### src/rtl/bist_addr_gen.sv
// BIST march address generator: bounded up/down index sequencer with linear, Gray and mirrored-pair maps.
// Define BIST_ADDR_GRAY_EN to build the Gray map for mode 01; otherwise mode 01 behaves as linear.
module bist_addr_gen #(
   parameter int ADDR_W = 8
) (
   input  logic              clk,
   input  logic              reset,
   input  logic              preset,
   input  logic              en,
   input  logic              up_down,
   input  logic [1:0]        mode,
   input  logic [ADDR_W-1:0] lo_bound,
   input  logic [ADDR_W-1:0] hi_bound,
   output logic [ADDR_W-1:0] address,
   output logic              carry,
   output logic              last,
   output logic              cfg_err
);

   typedef enum logic [1:0] {
      MODE_LINEAR = 2'b00,
      MODE_GRAY   = 2'b01,
      MODE_MIRROR = 2'b10,
      MODE_RSVD   = 2'b11
   } mode_e;

   logic [ADDR_W-1:0] cnt_q, cnt_d;
   logic [ADDR_W-1:0] lo_q, lo_d;
   logic [ADDR_W-1:0] hi_q, hi_d;
   mode_e             mode_q, mode_d;
   logic              phase_q, phase_d;
   logic              carry_q, carry_d;
   logic              cfg_err_q, cfg_err_d;

   logic [ADDR_W-1:0] term_idx;
   logic [ADDR_W-1:0] start_idx;

   assign term_idx  = up_down ? hi_q : lo_q;
   assign start_idx = up_down ? lo_q : hi_q;

   always_ff @(posedge clk or posedge reset) begin
      if (reset) begin
         cnt_q     <= '0;
         lo_q      <= '0;
         hi_q      <= '1;
         mode_q    <= MODE_LINEAR;
         phase_q   <= 1'b0;
         carry_q   <= 1'b0;
         cfg_err_q <= 1'b0;
      end else begin
         // NOTE: non-blocking assignments so every register samples the pre-edge values of the others.
         cnt_q     <= cnt_d;
         lo_q      <= lo_d;
         hi_q      <= hi_d;
         mode_q    <= mode_d;
         phase_q   <= phase_d;
         carry_q   <= carry_d;
         cfg_err_q <= cfg_err_d;
      end
   end

   always_comb begin
      // NOTE: every output of this block gets a default first, so no path can infer a latch.
      cnt_d     = cnt_q;
      lo_d      = lo_q;
      hi_d      = hi_q;
      mode_d    = mode_q;
      phase_d   = phase_q;
      carry_d   = 1'b0;
      cfg_err_d = cfg_err_q;

      if (preset) begin
         lo_d      = lo_bound;
         hi_d      = hi_bound;
         mode_d    = mode_e'(mode);
         phase_d   = 1'b0;
         cfg_err_d = (lo_bound > hi_bound);
         if (lo_bound > hi_bound || up_down) begin
            cnt_d = lo_bound;
         end else begin
            cnt_d = hi_bound;
         end
      end else if (en && !cfg_err_q) begin
         // Mirrored-pair mode emits two addresses per index, so the index only moves on the second.
         if (mode_q == MODE_MIRROR && !phase_q) begin
            phase_d = 1'b1;
         end else begin
            phase_d = 1'b0;
            if (cnt_q == term_idx) begin
               cnt_d   = start_idx;
               carry_d = 1'b1;
            end else if (up_down) begin
               cnt_d = cnt_q + 1'b1;
            end else begin
               cnt_d = cnt_q - 1'b1;
            end
         end
      end
   end

   always_comb begin
      address = cnt_q;
      unique case (mode_q)
         MODE_MIRROR: begin
            // The partner lo+hi-cnt always lies inside the window, so truncating the wide sum is exact.
            if (phase_q) begin
               address = ADDR_W'({1'b0, lo_q} + {1'b0, hi_q} - {1'b0, cnt_q});
            end
         end
`ifdef BIST_ADDR_GRAY_EN
         MODE_GRAY:   address = cnt_q ^ (cnt_q >> 1);
`else
         MODE_GRAY:   address = cnt_q;
`endif
         default:     address = cnt_q;
      endcase
   end

   assign last    = !reset &&
                    (cfg_err_q || ((cnt_q == term_idx) && (mode_q != MODE_MIRROR || phase_q)));
   assign carry   = carry_q;
   assign cfg_err = cfg_err_q;

endmodule

### config.mk
export PLATFORM = sky130hd
export DESIGN_NAME = bist_addr_gen
export DESIGN_NICKNAME = d
export VERILOG_FILES = /design/src/rtl/bist_addr_gen.sv
export SDC_FILE = /design/constraint.sdc
export NUM_CORES = 1
export LEC_CHECK = 0
export CAP_MARGIN = 0
export CORE_MARGIN = 2
export CORE_UTILIZATION = 55
export CTS_CLUSTER_SIZE = 14
export DETAILED_ROUTE_END_ITERATION = 6
export PLACE_DENSITY = 0.85
export SLEW_MARGIN = 25
export SYNTH_ARGS = -nofsm -noshare
export SYNTH_HDL_FRONTEND = slang
export SYNTH_SLANG_ARGS = --single-unit
### constraint.sdc
create_clock -name clk -period 3.88 [get_ports clk]
set_clock_uncertainty 0.2 [all_clocks]
set_input_delay 0.776 -clock clk [delete_from_list [all_inputs] [get_ports clk]]
set_output_delay 0.776 -clock clk [all_outputs]
set_load 0.03 [all_outputs]
==> results.toml <==
[clock_network]
cts_made_buffers = 5
clk_latency_ns = 0.29
cts_tree = "yes"
cts_root_buf = "clkbuf_8"
clock_path_buffers = 2
clock_sinks = 29
clkTransAtPathRegs_ns = 0.07
postCtsHoldBufs = 0
cts_max_level = 2

[worst_hold_path]
hold_class = "flop to flop"
min_from = "mode_q[0]"

[critical_path]
timing.rr.start = "cnt_q[1]"
worst-path-stages = 11
crit_path_end_kind = "primary output"
startpoint_type = "flop"
crit_slowest_cell = "dfstp_2"
crit_start = "hi_q[1]"
critical_path_class = "flop to primary output"
required_ns = 2.90
r2r_slack_ns = 1.42
cp-endpoint = "address[7]"
path_cells = "inv_2, fa_1, inv_1, ha_1, a21o_1, a21oi_2, o211ai_1, a21oi_1, nor3b_2, xor2_1, buf_4"
reg2reg_to = "cnt_q[7]"
worst-path-buf-inv = 3
arrival_ns = 2.95
crit_family = "adder cells"
cp_max_fo = 2
slowest_delay_ns = 0.55
worstRegToRegCells = 8

[route]
ant_nets = 0
drt_iter0_drc = 115
routedWlPerCell_um = 16.02
via_count = 2288
drc = 0
vias_per_cell = 5.749
wirelength_um = 6374
drtPass1Iterations = 5

[final_layout]
fillers = 352
drive_gt1_frac = 0.1715
nets = 396
diodes = 0
synthToLayoutAreaGrowth_pct = 22.58

[synthesis]
yosys.area_share.simple = 0.1250
yosysSeqAreaShare = 0.2795
yosysUniqueCellTypes = 41
synth_xor_area_frac = 0.06987
synthArstFlopShare = 1.000
synth_cells = 300
yosys_most_used_dff = "dfrtp_1"
ys.warnings.count = 0
synth_fa_ha_area_frac = 0.1654
yosysTopAreaCell = "dfrtp_1"
synth-compound-area-share = 0.1407
synth_mux_area_frac = 0.1355
synth_top_family_by_area = "adder cells"
synth_area_per_cell_um2 = 8.775
synth_nets = 353
synthesis.area_um2 = 2633
netlist_top_cells_count = "inv_1 (44), nand2_1 (31), mux2i_1 (24), nor2_1 (23), o21ai_0 (23)"
synth.most_common_cell = "inv_1"
ys_ff_latch = 29
synth_edf_count = 0
synth.top_cell.area_share = 0.1996
synth_top_cells_by_area = "dfrtp_1 (20%), ha_1 (10%), mux2i_1 (9.1%)"

[grt]
grt_remaining_overflow = 0
grt-busiest-layer = "met2"
grt_usage = 0.2459
grtUsageMet1 = 0.3260
antenna_found_initial = 0
use_met3 = 0.04420
grt_pass1_vias = 2242
met2_usage = 0.4064
grt_pass1_wl_um = 10090
grt_max_degree = 42

[timing]
hold_viol = 0
period_share = 1.011
max_freq_mhz = 255.0
grt_setup_unrepaired = "true"
worstMarginPinSlew_ns = 0.8320
period_needed_ns = 3.921
slew_violations = 0
slew_headroom = 0.4442
whs_ns = 0.3186
setup_slack_ns = -0.04101
setup_violations = 1

[die]
initial_core_util = 0.5648
core_region_area_um2 = 4661
die_w_um = 73.19
pin_count = 34
dieHeight_um = 73.19
fp-row-count = 25
dieArea_um2 = 5356

[flow_run]
drv_cap = 0

[power_and_ir_drop]
power_density_nw_per_um2 = 446.5
leakagePower_nw = 1.552
ir_worst_vdd_mv = 0.2840

[placement]
port_buffers = 33
detailed_place_hpwl_um = 4618
pre_cts_slack_ns = 0.05710
finalWeightedCongestion = 0.8277

[status]
status = "finished, violations left"
violations = "negative setup slack"
repair_timing:
action                                 CTS  global route
pin swaps                                8             8
setup buffers                            3             2
endpoints found under the hold margin    0             0
resized for setup                        9             8
cloned                                   0             1
setup endpoints to repair                5             4
placed cells by master, fill, tap and decap left out, types with 5 or more instances in the layout:
cell type,instances
ha_1,21
clkbuf_8,7
inv_1,42
dfstp_2,8
o21ai_0,22
dfrtp_1,21
mux2i_1,23
buf_4,15
nor2_1,23
nand2_1,31
a221oi_1,6
fa_1,7
clkdlybuf4s50_1,25
mux2_2,9
xor2_1,5
xnor2_1,16
a21oi_1,13
nor3_1,5
metrics by stage:
stage | utilization | TNS [ns] | total power [mW] | instances | area [µm²]
global placement | 0.6510 | 0 | 1.082 | 384 | 3034
floorplan | - | 0 | 0.9115 | 300 | 2638
finish | 0.6923 | -0.04101 | 1.441 | 398 | 3227
global route | 0.6923 | -0.2948 | 1.539 | 398 | 3227
CTS | 0.6819 | 0 | 1.417 | 395 | 3178
detailed placement | 0.6510 | 0 | 1.108 | 384 | 3034
state kept, by name, summed over array words and instances (netlist names):
signal and flops:
cfg_err 1, mode_q 2, cnt_q 8, carry 1, lo_q 8, hi_q 8, phase_q 1
layout make-up:
type	count	area, µm²	area share
Clock buffer	7	96.34	0.02986
Tap cell	54	67.56	0.02094
Clock inverter	1	5.005	0.001551
Timing Repair Buffer	46	442.9	0.1373
Inverter	44	165.2	0.05118
Sequential cell	29	735.7	0.2280
Multi-Input combinational cell	217	1714	0.5312
report_power, final:
group | switching, mW | internal [mW] | total (mW) | leakage (nW)
sequential | 0.0484 | 0.346 | 0.394 | 0.333
clock | 0.120 | 0.160 | 0.280 | 0.0542
combinational | 0.414 | 0.353 | 0.767 | 1.16
worst min-delay path by stage:
stage | slack, ns | end | cells after the start
after floorplan | 0.28 | phase_q | 2
after global placement | 0.30 | mode_q[0] | 1
after detailed placement | 0.31 | mode_q[0] | 1
after CTS | 0.32 | mode_q[0] | 1
after global routing | 0.35 | mode_q[0] | 1
final | 0.32 | mode_q[0] | 1
per-layer routing:
layer | share of wire | up-vias
li1 | - | 1098
met2 | 0.49 | 87
met1 | 0.42 | 1088
met4 | 0.022 | 0
met3 | 0.066 | 15
met5 | 0 | -
cells by family after synthesis:
kind of cell,after synthesis
simple gates,74
buf+inv,54
mux,34
fa+ha+maj,30
flops,29
compound gates,58
xor+xnor,21
No activity file was read; power rests on OpenSTA's default activity.
